## src/rtl/rf_writeback_unit.sv

```systemverilog
// Register-file writeback arbiter: ALU results take priority, buffered load responses fill the gaps.
// Optional macro WB_LOAD_EXT_EN enables byte alignment and sign/zero extension of loads at push time.
module rf_writeback_unit #(
  parameter int XLEN  = 64,
  parameter int DEPTH = 4
) (
  input  logic                     clk,
  input  logic                     nrst,
  input  logic                     alu_valid,
  input  logic [4:0]               alu_rd,
  input  logic [XLEN-1:0]          alu_data,
  input  logic                     ld_issue,
  input  logic [4:0]               ld_issue_rd,
  input  logic                     ld_rsp_valid,
  output logic                     ld_rsp_ready,
  input  logic [4:0]               ld_rsp_rd,
  input  logic [XLEN-1:0]          ld_rsp_data,
  input  logic [2:0]               ld_rsp_funct3,
  input  logic [2:0]               ld_rsp_addr_lo,
  output logic                     RegWrite,
  output logic [4:0]               write_reg,
  output logic [XLEN-1:0]          write_data,
  output logic [31:0]              pend_mask,
  output logic [$clog2(DEPTH):0]   fifo_count
);

  localparam int PTR_W = $clog2(DEPTH);
  localparam int CNT_W = PTR_W + 1;

  logic [XLEN-1:0]  data_mem_q [DEPTH];
  logic [4:0]       rd_mem_q   [DEPTH];

  logic [PTR_W-1:0] wr_ptr_q, wr_ptr_d;
  logic [PTR_W-1:0] rd_ptr_q, rd_ptr_d;
  logic [CNT_W-1:0] count_q, count_d;
  logic             regwrite_q, regwrite_d;
  logic [4:0]       write_reg_q, write_reg_d;
  logic [XLEN-1:0]  write_data_q, write_data_d;
  logic [31:0]      pend_q, pend_d;

  logic             push;
  logic             pop;
  logic             fifo_empty;
  logic [XLEN-1:0]  push_data;
  logic [4:0]       head_rd;
  logic [XLEN-1:0]  head_data;
  logic [31:0]      set_mask;
  logic [31:0]      clr_mask;

`ifdef WB_LOAD_EXT_EN
  function automatic logic [XLEN-1:0] load_ext(input logic [XLEN-1:0] raw,
                                               input logic [2:0]      f3,
                                               input logic [2:0]      off);
    logic [7:0]  b;
    logic [15:0] h;
    logic [31:0] w;
    logic        sx;
    b  = raw[{off, 3'b000} +: 8];
    h  = raw[{off[2:1], 4'b0000} +: 16];
    w  = raw[{off[2], 5'b00000} +: 32];
    sx = ~f3[2];
    case (f3[1:0])
      2'b00:   load_ext = {{(XLEN-8){sx & b[7]}}, b};
      2'b01:   load_ext = {{(XLEN-16){sx & h[15]}}, h};
      2'b10:   load_ext = {{(XLEN-32){sx & w[31]}}, w};
      default: load_ext = raw;
    endcase
  endfunction

  assign push_data = load_ext(ld_rsp_data, ld_rsp_funct3, ld_rsp_addr_lo);
`else
  // Memory already delivers extended data; funct3/offset are unused here.
  logic unused_ext;
  assign unused_ext = ^{ld_rsp_funct3, ld_rsp_addr_lo};
  assign push_data  = ld_rsp_data;
`endif

  // Response handshake: a response transfers on a rising edge where ld_rsp_valid
  // and ld_rsp_ready are both high; ready depends only on occupancy, so a pop in
  // the same cycle never frees room for a push into a full FIFO.
  assign ld_rsp_ready = (count_q < CNT_W'(DEPTH));
  assign fifo_empty   = (count_q == '0);
  assign push         = ld_rsp_valid & ld_rsp_ready;
  assign pop          = ~alu_valid & ~fifo_empty;
  assign head_rd      = rd_mem_q[rd_ptr_q];
  assign head_data    = data_mem_q[rd_ptr_q];

  always_comb begin
    wr_ptr_d = wr_ptr_q;
    rd_ptr_d = rd_ptr_q;
    if (push) wr_ptr_d = wr_ptr_q + PTR_W'(1);
    if (pop)  rd_ptr_d = rd_ptr_q + PTR_W'(1);
    count_d = count_q + CNT_W'(push) - CNT_W'(pop);
  end

  // Source select; x0 consumes the source but never raises the write enable.
  always_comb begin
    regwrite_d   = 1'b0;
    write_reg_d  = write_reg_q;
    write_data_d = write_data_q;
    if (alu_valid) begin
      regwrite_d   = (alu_rd != 5'd0);
      write_reg_d  = alu_rd;
      write_data_d = alu_data;
    end else if (pop) begin
      regwrite_d   = (head_rd != 5'd0);
      write_reg_d  = head_rd;
      write_data_d = head_data;
    end
  end

  // A new issue to the same register wins over the clear from its older load.
  always_comb begin
    set_mask = '0;
    clr_mask = '0;
    if (ld_issue && (ld_issue_rd != 5'd0)) set_mask[ld_issue_rd] = 1'b1;
    if (pop) clr_mask[head_rd] = 1'b1;
    pend_d = (pend_q & ~clr_mask) | set_mask;
  end

  always_ff @(posedge clk or negedge nrst) begin
    if (!nrst) begin
      wr_ptr_q     <= '0;
      rd_ptr_q     <= '0;
      count_q      <= '0;
      regwrite_q   <= 1'b0;
      write_reg_q  <= '0;
      write_data_q <= '0;
      pend_q       <= '0;
    end else begin
      wr_ptr_q     <= wr_ptr_d;
      rd_ptr_q     <= rd_ptr_d;
      count_q      <= count_d;
      regwrite_q   <= regwrite_d;
      write_reg_q  <= write_reg_d;
      write_data_q <= write_data_d;
      pend_q       <= pend_d;
    end
  end

  // Storage needs no reset: occupancy alone defines which entries are live.
  always_ff @(posedge clk) begin
    if (push) begin
      data_mem_q[wr_ptr_q] <= push_data;
      rd_mem_q[wr_ptr_q]   <= ld_rsp_rd;
    end
  end

  assign RegWrite   = regwrite_q;
  assign write_reg  = write_reg_q;
  assign write_data = write_data_q;
  assign pend_mask  = pend_q;
  assign fifo_count = count_q;

endmodule

```

## config.mk

```make
export PLATFORM = sky130hd
export DESIGN_NAME = rf_writeback_unit
export DESIGN_NICKNAME = d
export VERILOG_FILES = /design/src/rtl/rf_writeback_unit.sv
export SDC_FILE = /design/constraint.sdc
export NUM_CORES = 1
export LEC_CHECK = 0
export ABC_AREA = 1
export ABC_CLOCK_PERIOD_IN_PS = 5600
export BUFFER_PORTS_ARGS = -buffer_cell sky130_fd_sc_hd__buf_4
export CORE_MARGIN = 3
export CORE_UTILIZATION = 56
export CTS_BUF_LIST = sky130_fd_sc_hd__clkbuf_16
export DETAILED_ROUTE_END_ITERATION = 8
export PLACE_DENSITY = 0.77
export SLEW_MARGIN = 30
export SYNTH_ARGS = -nofsm -noshare
export SYNTH_HDL_FRONTEND = slang
export SYNTH_SLANG_ARGS = --single-unit
export TNS_END_PERCENT = 20
```

## constraint.sdc

```tcl
create_clock -name clk -period 5.6 [get_ports clk]
set_input_delay 0.56 -clock clk [delete_from_list [all_inputs] [get_ports clk]]
set_output_delay 0.56 -clock clk [all_outputs]
set_load 0.01 [all_outputs]
```

Word-level counts from Yosys, hierarchy flattened
Memories as Yosys holds them, arrays and structs flattened.
Index checks and enable logic that the tools add are counted.
{"block": "op_classes", "add_sub_neg": 4, "reduce_logical": 8, "magnitude_cmp": 5, "muxes": 14, "bitwise": 7}
{"operator": "$mux 64", "n": 2}
{"operator": "$mux 32", "n": 2}
{"operator": "$and 32x32->32", "n": 1}
{"operator": "$not 32->32", "n": 1}
{"operator": "$or 32x32->32", "n": 1}
{"operator": "$reduce_bool 5->1", "n": 3}
{"operator": "$lt 5x6->1 const B", "n": 2}
{"operator": "$demux 1 s5", "n": 2}
{"operator": "$ge 5x1->1 const B", "n": 2}
{"operator": "$mux 5", "n": 2}
{"operator": "$mux 1", "n": 6}
{"operator": "$add 2x1->2 const B", "n": 2}
{"operator": "$add 3x1->3", "n": 1}
{"operator": "$logic_and 1x1->1", "n": 3}
{"operator": "$logic_not 3->1", "n": 1}
{"operator": "$lt 3x3->1 const B", "n": 1}
{"operator": "$sub 3x1->3", "n": 1}
{"operator": "$and 1x1->1", "n": 2}
{"operator": "$not 1->1", "n": 2}
{"operator": "$reduce_bool 2->1", "n": 1}
{"block": "totals", "wordCells": 47, "mem_count": 2, "ramBits": 276, "input_bits": 154, "register_bits": 109, "output_inout_bits": 106}
{"memory": "data_mem_q", "words": 4, "word_bits": 64, "read_ports": 1, "rd_clocked_by_memory_dff": 0, "write_ports": 1, "line_no": "30", "source": "logic [XLEN-1:0] data_mem_q [DEPTH];"}
{"memory": "rd_mem_q", "words": 4, "word_bits": 5, "read_ports": 1, "rd_clocked_by_memory_dff": 0, "write_ports": 1, "line_no": "31", "source": "logic [4:0] rd_mem_q [DEPTH];"}

Logic depth before layout (Yosys ltp)
Gate-level depths: netlist of the first run.
An unclocked memory read counts as a cell.
{"block": "depth", "word_depth": 9, "depth_mapped": 13, "ltp_nobuf": 10}

Worst setup path before layout of the first run
OpenSTA, ideal clock, no wires.
{"block": "synth_timing", "path_kind": "register to register", "startpoint": "register count_q[2] (netlist: fifo_count[2])", "endpoint": "memory data_mem_q[0][0], enable pin", "arrival_time_ns": 3.656, "t_required_ns": 5.103, "slack_ns": 1.447, "n_path_buf": 0, "synth_period_minus_slack_ns": 4.153, "stages_incl_launch_ff": 4, "setup_time_ns": 0.497, "path_cell_list": "dfrtp_1 inv_1 nand2_1 nor2_1"}
{"block": "synth_via", "elab_chain_cells": 4}
{"element": "start, declared", "line_no": "35", "source": "logic [CNT_W-1:0] count_q, count_d;"}
{"element": "start signal, assigned", "line_no": "133", "source": "count_q <= count_d;"}
{"element": "$lt 3x3->1", "line_no": "81", "source": "assign ld_rsp_ready = (count_q < CNT_W'(DEPTH));"}
{"element": "net ld_rsp_ready", "line_no": "15", "source": "output logic ld_rsp_ready,"}
{"element": "$and 1x1->1", "line_no": "83", "source": "assign push = ld_rsp_valid & ld_rsp_ready;"}
{"element": "$mux 1", "line_no": "143", "source": "if (push) begin"}
{"element": "$mux 1 (implied by the code)", "line_no": "144", "source": "data_mem_q[wr_ptr_q] <= push_data;"}
{"element": "end, declared", "line_no": "30"}
The timed path passes the listed nets, and every way through them passes these cells.

Worst setup path in the final report of the first run
{"block": "layout_timing", "startpoint": "register rd_ptr_q[0]", "endpoint": "register pend_q[29] (netlist: pend_mask[29])"}
{"block": "layout_via", "elab_chain_cells": 9, "elab_cells_between_ends": 10, "cone_classes": "order compare (2); mux (3); bitwise (3); reduce/logical (1); memory (1)"}
{"element": "start, declared", "line_no": "34", "source": "logic [PTR_W-1:0] rd_ptr_q, rd_ptr_d;"}
{"element": "start signal, assigned", "line_no": "132", "source": "rd_ptr_q <= rd_ptr_d;"}
{"element": "$mem_v2 4x5 *"}
{"element": "$lt 5x6->1 (implied by the code) / $ge 5x1->1 (equally long branches)", "line_no": "117", "source": "if (pop) clr_mask[head_rd] = 1'b1;"}
{"element": "$logic_and 1x1->1 (implied by the code)", "line_no": "117"}
{"element": "$mux 1 (implied by the code)", "line_no": "117"}
{"element": "$demux 1 s5 *", "line_no": "117"}
{"element": "$mux 32 *", "line_no": "117"}
{"element": "$not 32->32 *", "line_no": "118", "source": "pend_d = (pend_q & ~clr_mask) | set_mask;"}
{"element": "$and 32x32->32 *", "line_no": "118"}
{"element": "$or 32x32->32 *", "line_no": "118"}
{"element": "net pend_d[29]", "line_no": "39", "source": "logic [31:0] pend_q, pend_d;"}
{"element": "end signal, assigned", "line_no": "137", "source": "pend_q <= pend_d;"}
{"element": "end, declared", "line_no": "39"}
The timed path passes the listed nets; every way through them passes the cells marked *.
A chain may end at the register's enable or synchronous reset.

==> run_results.csv, run 1 <==
group,metric,value,unit
status,status,"finished, final reports clean",
drt,dr.pass1.iters,5,
critical_path,startpoint,"rd_ptr_q[0]$_DFFE_PN0P_",
placement,globalplace.congestion,0.859,
logic_synthesis,ys_seq_elements,385,
layout,drive_above_1_share,21.4,%
min_path,hold_class,"input pin to async pin",
clocking,htreeDepth,2,
floorplan,rows,60,
power,leakage,7.39,nW
clocking,root_buffer,"clkbuf_16",
layout,top_register,"data_mem_q",
global_route,antenna_found_initial,0,
critical_path,cp_cell_sequence,"buf_4 -> nand2_1 -> nand3_1 -> nand3_1 -> nor2_2 -> nand2_1 -> nand2_1 -> nand2_1",
logic_synthesis,netlist_instances,1389,
logic_synthesis,ys_seq_area_share,70.8,%
placement,place_area,17700,um2
layout,diodes,0,
critical_path,start_kind,"flop",
critical_path,rr_worst_depth,8,
floorplan,pin_count,260,
layout,final_util,69.4,%
sta,rsz0062_at_grt,"no",
critical_path,r2r_end,"pend_mask[29]$_DFF_PN0_",
clocking,clock_sinks,385,
logic_synthesis,yosys.area.top_type,"edfxtp_1",
layout,final_nets,1779,
global_route,grt_overflow,0,
layout,largest_register_ffs,256,
floorplan,die_area,29800,um2
logic_synthesis,synth.avg_cell_area,11.2,um2
clocking,ctsHoldBuffers,0,
layout,finalInstanceArea,18800,um2
logic_synthesis,synth_area,15600,um2
logic_synthesis,ys_warn_count,0,
clocking,clock_path_buffers,3,
placement,place.detailed.hpwl,21.6,mm
clocking,postCtsSetupBuffers,0,
sta,min_period_over_period,51.3,%
drt,postRouteAntennaNets,0,
sta,slew_headroom,36.6,%
logic_synthesis,synth_area_leaders,"edfxtp_1 53%, dfrtp_1 18%, o21ai_0 7.7%, nor2_1 6.6%, nand2_1 5.5%",
critical_path,path_class,"flop to flop",
run,maxCapViolCount,0,
drt,vias,11000,
power,power,9.48,mW
critical_path,cp_max_fo,76,
clocking,cts_tree,"built",
floorplan,die_h,173,um
critical_path,crit_arrival,3.28,ns
global_route,grt_usage,23.7,%
floorplan,coreArea,27100,um2
critical_path,cpMostUsedCell,"nand2_1",
logic_synthesis,netlist.area_leader.share,53.3,%
sta,setup_tns,0,ns
clocking,clk_latency,0.52,ns
global_route,grt_pass1_wl,57.0,mm
sta,fmax,0.348,GHz
drt,wirelength,35.9,mm
power,max-vdd-ir-drop,0.296,mV
global_route,grt_max_degree,80,
critical_path,cp_slowest_cell,"dfrtp_4",
sta,worstMarginPinSlew,0.951,ns
sta,hold_violations,0,
drt,wire_per_inst,17.8,um
sta,report.final.setup_viol,0,
critical_path,rrSetupSlack,2.73,ns
logic_synthesis,synth_nets,1550,
sta,slew_viol_final,0,
clocking,path_clk_slew,0.06,ns
sta,fin_skew,0.0157,ns
drt,drt_iter0_markers,853,
power,pwr_density_cell,504,nW/um2
logic_synthesis,ys_types,33,
global_route,grt_pass1_vias,10700,
clocking,numCtsBuffers,39,
clocking,cts-resized-gates,0,
layout,syn_to_final_growth,21.0,%
sta,post-route-min-period,2.87,ns
placement,io_buffers,253,
drt,drcViolationCount,0,
drt,via_per_inst,5.43,
floorplan,fp.dieW,173,um
critical_path,max_stage_delay,0.93,ns
critical_path,reg2reg_from,"rd_ptr_q[0]$_DFFE_PN0P_",
floorplan,start_util,57.4,%
critical_path,cp-end-kind,"flop",
critical_path,cp.required,6.00,ns
==> final cells by class <==
| type | instances | area [um2] |
|---|---|---|
| sequential | 385 | 11000 |
| fill | 1941 | 8280 |
| multi-input combinational | 893 | 4050 |
| timing repair buffer | 264 | 1990 |
| clock buffer | 39 | 976 |
| tap | 372 | 465 |
| clock inverter | 33 | 179 |
| inverter | 35 | 136 |
==> where the power goes <==
part | total [mW] | internal, mW | switching [mW] | leakage (nW)
Sequential | 4.12 | 3.74 | 0.377 | 3.78
Combinational | 3.02 | 1.13 | 1.89 | 2.99
Clock | 2.34 | 1.32 | 1.03 | 0.612
Total | 9.48 | 6.19 | 3.29 | 7.39
==> metal layers <==
layer	vias up	track usage (%)	part of all wire, %
li1	5225	-	-
met1	5272	31.8	41
met2	401	39.6	49
met3	68	4.85	6.8
met4	0	7.43	2.3
met5	-	0	0
==> through the flow <==
| step | std cells | setup WS (ns) | hold slack [ns] |
|---|---|---|---|
| after floorplan | 1389 | 1.45 | 0.264 |
| after global placement | 1949 | 2.75 | 0.457 |
| after detailed placement | 1949 | 2.72 | 0.460 |
| after CTS | 2021 | 2.69 | 0.150 |
| after global routing | 2021 | 2.46 | 0.184 |
| final | 2021 | 2.73 | 0.133 |
==> cells in the mapped netlist <==
| cell type | count |
|---|---|
| edfxtp_1 | 276 |
| o21ai_0 | 238 |
| o211ai_1 | 3 |
| nand2_2 | 9 |
| inv_4 | 1 |
| clkbuf_1 | 28 |
| buf_2 | 30 |
| nor2_1 | 272 |
| nand3_2 | 3 |
| nor2_4 | 6 |
| dfrtp_1 | 109 |
| inv_1 | 30 |
| inv_2 | 4 |
| xnor2_1 | 1 |
| buf_6 | 1 |
| fa_1 | 1 |
| nor2_2 | 6 |
| nor3_1 | 1 |
| buf_1 | 6 |
| a21oi_1 | 1 |
| o21a_1 | 1 |
| buf_8 | 2 |
| xor2_1 | 3 |
| ha_1 | 6 |
| o21ai_1 | 83 |
| buf_4 | 8 |
| a21oi_2 | 1 |
| nand3_1 | 25 |
| nand2_4 | 2 |
| clkbuf_2 | 1 |
| nand2_1 | 229 |
| nand4_1 | 1 |
| nor4_1 | 1 |
==> kinds of logic (layout without fill, tap and decap cells) <==
group           after synthesis  after routing  synth area share, %
xor+xnor                      4              4                0.225
flops                       385            385                 70.8
simple gates                555            555                 14.4
compound gates              327            327                 10.6
fa+ha+maj                     7              7                0.611
buf+inv                     111            371                 3.33
==> how the worst max path moves through the flow <==
stage / end / slack [ns] / cells past startpoint
5_1_grt: pend_mask[29]$_DFF_PN0_ / 2.46 / 8
3_5_place_dp: pend_mask[29]$_DFF_PN0_ / 2.72 / 8
4_1_cts: pend_mask[29]$_DFF_PN0_ / 2.69 / 8
6_report: pend_mask[29]$_DFF_PN0_ / 2.73 / 8
2_1_floorplan: data_mem_q[0][0]$_DFFE_PP_ / 1.45 / 3
3_3_place_gp: fifo_count[2]$_DFF_PN0_ / 2.75 / 9
==> critical path, delay by kind of cell, from the launching register on <==
family	cells	cell delay (ns)
buffers and inverters	1	0.74
DFF	1	0.93
and+or+nand+nor	7	1.04
==> cell usage in the layout, fill, tap and decap left out, types with 3 or more instances in the layout <==
cell type / Yosys / final
edfxtp_1: 276 / 276
nor2_1: 272 / 268
buf_4: 8 / 261
o21ai_0: 238 / 238
nand2_1: 229 / 229
dfrtp_1: 109 / 108
o21ai_1: 83 / 83
inv_1: 30 / 41
clkbuf_16: 0 / 39
nand3_1: 25 / 25
nor2_4: 6 / 10
nand2_2: 9 / 9
clkinv_1: 0 / 9
clkinv_2: 0 / 8
nor2_2: 6 / 6
ha_1: 6 / 6
inv_2: 4 / 3
nand3_2: 3 / 3
xor2_1: 3 / 3
o211ai_1: 3 / 3
inv_6: 0 / 3
buf_6: 1 / 3
Note: power is estimated with default switching activity, not from simulation.
==> inputs of run 2 (changes only) <==
Settings changed: ABC_CLOCK_PERIOD_IN_PS 5600 to 2900.
Clock period 5.6 ns to 2.9 ns, I/O delays scaled along.
==> run 2 against run 1 <==
Compared with the run above:
- first-iteration DRC count increased by 25%
- cell area increased by 4.9%
- global-route usage increased by 1.1 points
- highest routed layer unchanged
- sequential cell count unchanged
- clock power increased by 100%
==> run_results.csv, run 2 (synthesis results as in run 1) <==
group,metric,value,unit
critical_path,path_class,"flop to flop",
critical_path,start_kind,"flop",
drt,postRouteAntennaNets,0,
clocking,numCtsBuffers,40,
critical_path,cp_cell_sequence,"buf_4 -> buf_4 -> nor2_1 -> nor2_1 -> o21ai_0 -> o21ai_0 -> nor2_1 -> o21ai_1",
layout,final_common_cell,"edfxtp_1",
drt,drcViolationCount,0,
layout,largest_register_ffs,256,
power,max-vdd-ir-drop,0.607,mV
sta,hold_violations,0,
layout,final_nets,1861,
placement,place.detailed.hpwl,22.3,mm
critical_path,rr_worst_depth,8,
global_route,grt_pass1_wl,59.4,mm
sta,rsz0062_at_grt,"no",
min_path,hold_class,"input pin to flop",
drt,wirelength,37.2,mm
clocking,clk_latency,0.51,ns
global_route,grt_usage,24.8,%
layout,top_register,"data_mem_q",
critical_path,cp-end-kind,"flop",
layout,drive_above_1_share,20.9,%
run,maxCapViolCount,0,
floorplan,fp.dieW,173,um
global_route,grt_pass1_vias,11300,
layout,most-common-layout-cells,"276 x edfxtp_1, 268 x nor2_1, 267 x buf_4, 238 x o21ai_0, 229 x nand2_1",
placement,place_area,17800,um2
sta,fin_skew,0.0117,ns
clocking,cts_tree,"built",
global_route,grt_overflow,0,
drt,drt_iter0_markers,1064,
sta,report.final.setup_viol,0,
clocking,htreeDepth,2,
power,leakage,7.77,nW
critical_path,cp.required,3.34,ns
floorplan,rows,60,
floorplan,pin_count,260,
placement,io_buffers,253,
min_path,hold_depth,3,
drt,wire_per_inst,17.7,um
critical_path,max_stage_delay,0.72,ns
placement,globalplace.congestion,0.858,
global_route,grt_max_degree,85,
floorplan,die_h,173,um
clocking,root_buffer,"clkbuf_16",
clocking,clock_path_buffers,3,
sta,worstMarginPinSlew,0.924,ns
placement,place_inst,1960,
clocking,clock_sinks,385,
drt,dr.pass1.iters,5,
critical_path,cpMostUsedCell,"nor2_1",
critical_path,crit_arrival,2.81,ns
status,status,"finished, final reports clean",
layout,finalInstanceArea,19700,um2
floorplan,die_area,29800,um2
layout,fin_cells,2103,
floorplan,coreArea,27100,um2
layout,syn_to_final_growth,26.9,%
sta,slew_viol_final,0,
global_route,antenna_found_initial,1,
sta,min_period_over_period,81.8,%
sta,slew_headroom,38.4,%
power,power,18.7,mW
drt,vias,11400,
clocking,path_clk_slew,0.06,ns
critical_path,cp_max_fo,42,
power,pwr_density_cell,950,nW/um2
drt,via_per_inst,5.44,
critical_path,cp_slowest_cell,"dfrtp_4",
sta,fmax,0.422,GHz
floorplan,start_util,57.4,%
clocking,postCtsSetupBuffers,0,
sta,post-route-min-period,2.37,ns
[run 2: changes by cell type in the layout (fill, tap and decap cells not counted), moves of 5 or more]
cell / previous run / this run
buf_4: 261 / 267
buf_12: 0 / 8
clkinv_1: 9 / 14
dlygate4sd3_1: 0 / 70
[run 2: power breakdown]
group	switching [mW]	internal (mW)	leakage [nW]
registers	0.668	7.22	3.78
clock network	1.95	2.72	0.623
logic	3.81	2.37	3.36
total	6.43	12.3	7.77
[run 2: critical path, delay by kind of cell (launching register included)]
family | cells | cell delay [ns]
AO/OA/AOI/OAI | 3 | 0.39
buffers and inverters | 2 | 0.87
flip-flops | 1 | 0.72
AND/OR/NAND/NOR | 3 | 0.27
[run 2: path summary, 6_finish.rpt]
kind,from,to,slack (ns)
min reg2reg,pend_mask[25]$_DFF_PN0_,pend_mask[25]$_DFF_PN0_,0.48
max reg2reg,rd_ptr_q[0]$_DFFE_PN0P_,write_data[60]$_DFFE_PN0P_,0.53
max,rd_ptr_q[0]$_DFFE_PN0P_,write_data[60]$_DFFE_PN0P_,0.53
max in group asynchronous,nrst,write_data[57]$_DFFE_PN0P_,1.85
min in group asynchronous,nrst,write_data[44]$_DFFE_PN0P_,0.30
min,alu_rd[1],write_reg[1]$_DFFE_PN0P_,0.03
[run 2: area by class of cell]
class / instances / area (um2)
repair buffers: 345 / 2870
flip-flops and latches: 385 / 11000
clock inverters: 31 / 179
clock buffers: 41 / 1030
multi-input cells: 893 / 4050
inverters: 35 / 136
fillers: 1808 / 7360
diodes: 1 / 2.50
well taps: 372 / 465
[run 2: metal layers]
layer / wire (um) / track usage (%) / up-vias
met3: 2660 / 4.66 / 80
li1: - / - / 5392
met5: 0 / 0 / -
met4: 1110 / 8.28 / 0
met1: 15100 / 32.7 / 5467
met2: 18300 / 42.2 / 491
[run 2: per-stage QoR]
stage / setup TNS (ns) / hold WS [ns] / util (%) / worst slack, ns
after floorplan: -38.20 / -0.00559 / - / -0.138
after global placement: 0 / 0.300 / 65.8 / 0.652
after detailed placement: 0 / 0.308 / 65.8 / 0.588
after CTS: 0 / 0.0133 / 72.8 / 0.547
after global routing: 0 / 0.0178 / 72.8 / 0.310
final: 0 / 0.0290 / 72.8 / 0.528
[run 2: what timing repair did]
item / in CTS / in global routing
gates resized for setup: 0 / 0
endpoints found under the setup margin: 0 / 0
hold endpoints to repair: 309 / 0
hold buffers: 70 / 0
==> inputs of run 3 (changes only) <==
Settings changed: ABC_CLOCK_PERIOD_IN_PS 2900 to 2029, CORE_UTILIZATION 56 to 51, PLACE_DENSITY 0.77 to 0.74.
Clock period 2.9 ns to 2.03 ns, I/O delays scaled along.
==> run 3 against run 2 <==
Compared with the run above:
- hold slack got worse by 0.024 ns
- sequential power increased by 42%
- register-to-register slack worse by 0.46 ns
- via count up 3.1%
- sequential cell count stayed put
- clock power rose by 39%
- non-clock buffer count is 78 higher
==> run_results.csv, run 3 (synthesis results as in run 1) <==
group,metric,value,unit
layout,top_register,"data_mem_q",
sta,fmax,0.509,GHz
global_route,grt_max_degree,71,
critical_path,path_delay_family,"adder cells",
sta,hold_slack,0.00537,ns
sta,rsz0062_at_grt,"yes",
drt,vias,11800,
clocking,path_clk_slew,0.06,ns
clocking,clock_path_buffers,3,
clocking,clk_latency,0.52,ns
sta,min_period_over_period,96.8,%
placement,globalplace.congestion,0.855,
global_route,grt_pass1_vias,11900,
global_route,grt_usage,23.8,%
drt,postRouteAntennaNets,0,
floorplan,coreArea,29900,um2
layout,drive_above_1_share,20.9,%
layout,most-common-layout-cells,"276 x edfxtp_1, 273 x buf_4, 267 x nor2_1, 238 x o21ai_0, 228 x nand2_1",
floorplan,fp.dieW,181,um
sta,fin_skew,0.0153,ns
power,p_clk_share,24.0,%
critical_path,cp_cell_sequence,"nor2_2 -> a21oi_2 -> ha_1 -> inv_1 -> ha_1 -> inv_1 -> fa_1 -> xnor2_1 -> xor2_1",
min_path,hold_class,"input pin to flop",
placement,place_inst,1994,
global_route,grt_pass1_wl,62.2,mm
drt,via_per_inst,5.36,
critical_path,rrSetupSlack,0.06,ns
drt,dr.pass1.iters,5,
run,maxCapViolCount,0,
layout,fin_cells,2200,
floorplan,die_area,32600,um2
critical_path,cp.required,2.46,ns
placement,pre_cts_ws,0.0361,ns
floorplan,pin_count,260,
power,p_sw_share,34.3,%
global_route,antenna_found_initial,2,
drt,wirelength,39.5,mm
critical_path,reg2reg_from,"fifo_count[2]$_DFF_PN0_",
clocking,htreeDepth,2,
floorplan,rows,63,
floorplan,die_h,181,um
power,max-vdd-ir-drop,0.854,mV
layout,final_util,69.0,%
critical_path,max_stage_delay,0.42,ns
critical_path,critical_path_depth,9,
clocking,postCtsSetupBuffers,0,
power,pwr-share-comb,34.7,%
placement,place.detailed.hpwl,23.8,mm
clocking,root_buffer,"clkbuf_16",
sta,setup_tns,0,ns
critical_path,cp_slowest_cell,"dfrtp_1",
critical_path,start_kind,"flop",
sta,worstMarginPinSlew,0.929,ns
power,seqPwrFrac,41.4,%
sta,post-route-min-period,1.97,ns
power,pwr_density_cell,1320,nW/um2
sta,slew_headroom,38.1,%
placement,place_area,18100,um2
critical_path,cp-end-kind,"flop",
status,status,"finished, final reports clean",
critical_path,path_class,"flop to flop",
clocking,clock_sinks,385,
power,power.switching,9.33,mW
clocking,numCtsBuffers,40,
power,p_int,17.8,mW
sta,slew_viol_final,0,
power,power,27.2,mW
layout,finalInstanceArea,20600,um2
sta,report.final.setup_viol,0,
layout,largest_register_ffs,256,
critical_path,crit_arrival,2.40,ns
critical_path,cp_num_buf_inv,2,
clocking,cts_tree,"built",
placement,io_buffers,253,
critical_path,cp_max_fo,3,
critical_path,setup.worst_path.end,"fifo_count[2]$_DFF_PN0_",
power,leakage,8.16,nW
drt,drcViolationCount,0,
layout,syn_to_final_growth,32.6,%
layout,final_nets,1939,
layout,final_common_cell,"edfxtp_1",
floorplan,start_util,52.1,%
critical_path,rr_worst_depth,9,
critical_path,r2r_end,"fifo_count[2]$_DFF_PN0_",
drt,wire_per_inst,17.9,um
sta,finalWorstSetupSlack,0.0641,ns
drt,drt_iter0_markers,943,
global_route,grt_overflow,0,
sta,hold_violations,0,
critical_path,startpoint,"fifo_count[2]$_DFF_PN0_",
==> run 3: worst min path at each step <==
stage | startpoint | endpoint | slack, ns | depth (start not counted)
after floorplan | nrst | RegWrite$_DFF_PN0_ | -0.09 | 0
final | alu_data[37] | write_data[37]$_DFFE_PN0P_ | 0.005 | 3
after detailed placement | nrst | write_data[40]$_DFFE_PN0P_ | 0.23 | 1
after global routing | alu_data[37] | write_data[37]$_DFFE_PN0P_ | 0.02 | 3
after global placement | nrst | write_data[40]$_DFFE_PN0P_ | 0.23 | 1
after CTS | alu_data[37] | write_data[37]$_DFFE_PN0P_ | 0.0005 | 3
==> run 3: final cells by class <==
class	count	area (um2)
Fill cell	2060	9260
Inverter	35	139
Antenna cell	2	5.00
Timing Repair Buffer	423	3730
Tap cell	390	488
Clock inverter	31	148
Multi-Input combinational cell	893	4060
Clock buffer	41	1030
Sequential cell	385	11000
==> run 3: metal layers <==
layer / wire length [um] / global-route usage [%]
met1: 15800 / 30.5
met5: 0 / 0
met3: 2570 / 4.18
met4: 1210 / 8.32
met2: 19900 / 41.1
==> run 3: timing repair <==
action                     in CTS  in global routing
resized for setup               0                  2
hold buffers                  132                  0
hold endpoints to repair      373                  0
setup endpoints to repair       0                  6
==> run 3: power by group through the flow <==
stage | clock network (mW) | registers [mW] | logic (mW)
detailed placement | 0 | 11.3 | 9.15
CTS | 6.61 | 11.2 | 9.40
finish | 6.51 | 11.2 | 9.41
global placement | 0 | 11.3 | 8.87
floorplan | 0 | 11.6 | 4.95
global route | 6.98 | 11.4 | 10.4
==> run 3: worst register-to-register path: stages, from the launching register on <==
cell and delay [ns]:
dfrtp_1 0.42, nor2_2 0.15, a21oi_2 0.09, ha_1 0.27, inv_1 0.06, ha_1 0.14
inv_1 0.05, fa_1 0.38, xnor2_1 0.19, xor2_1 0.16
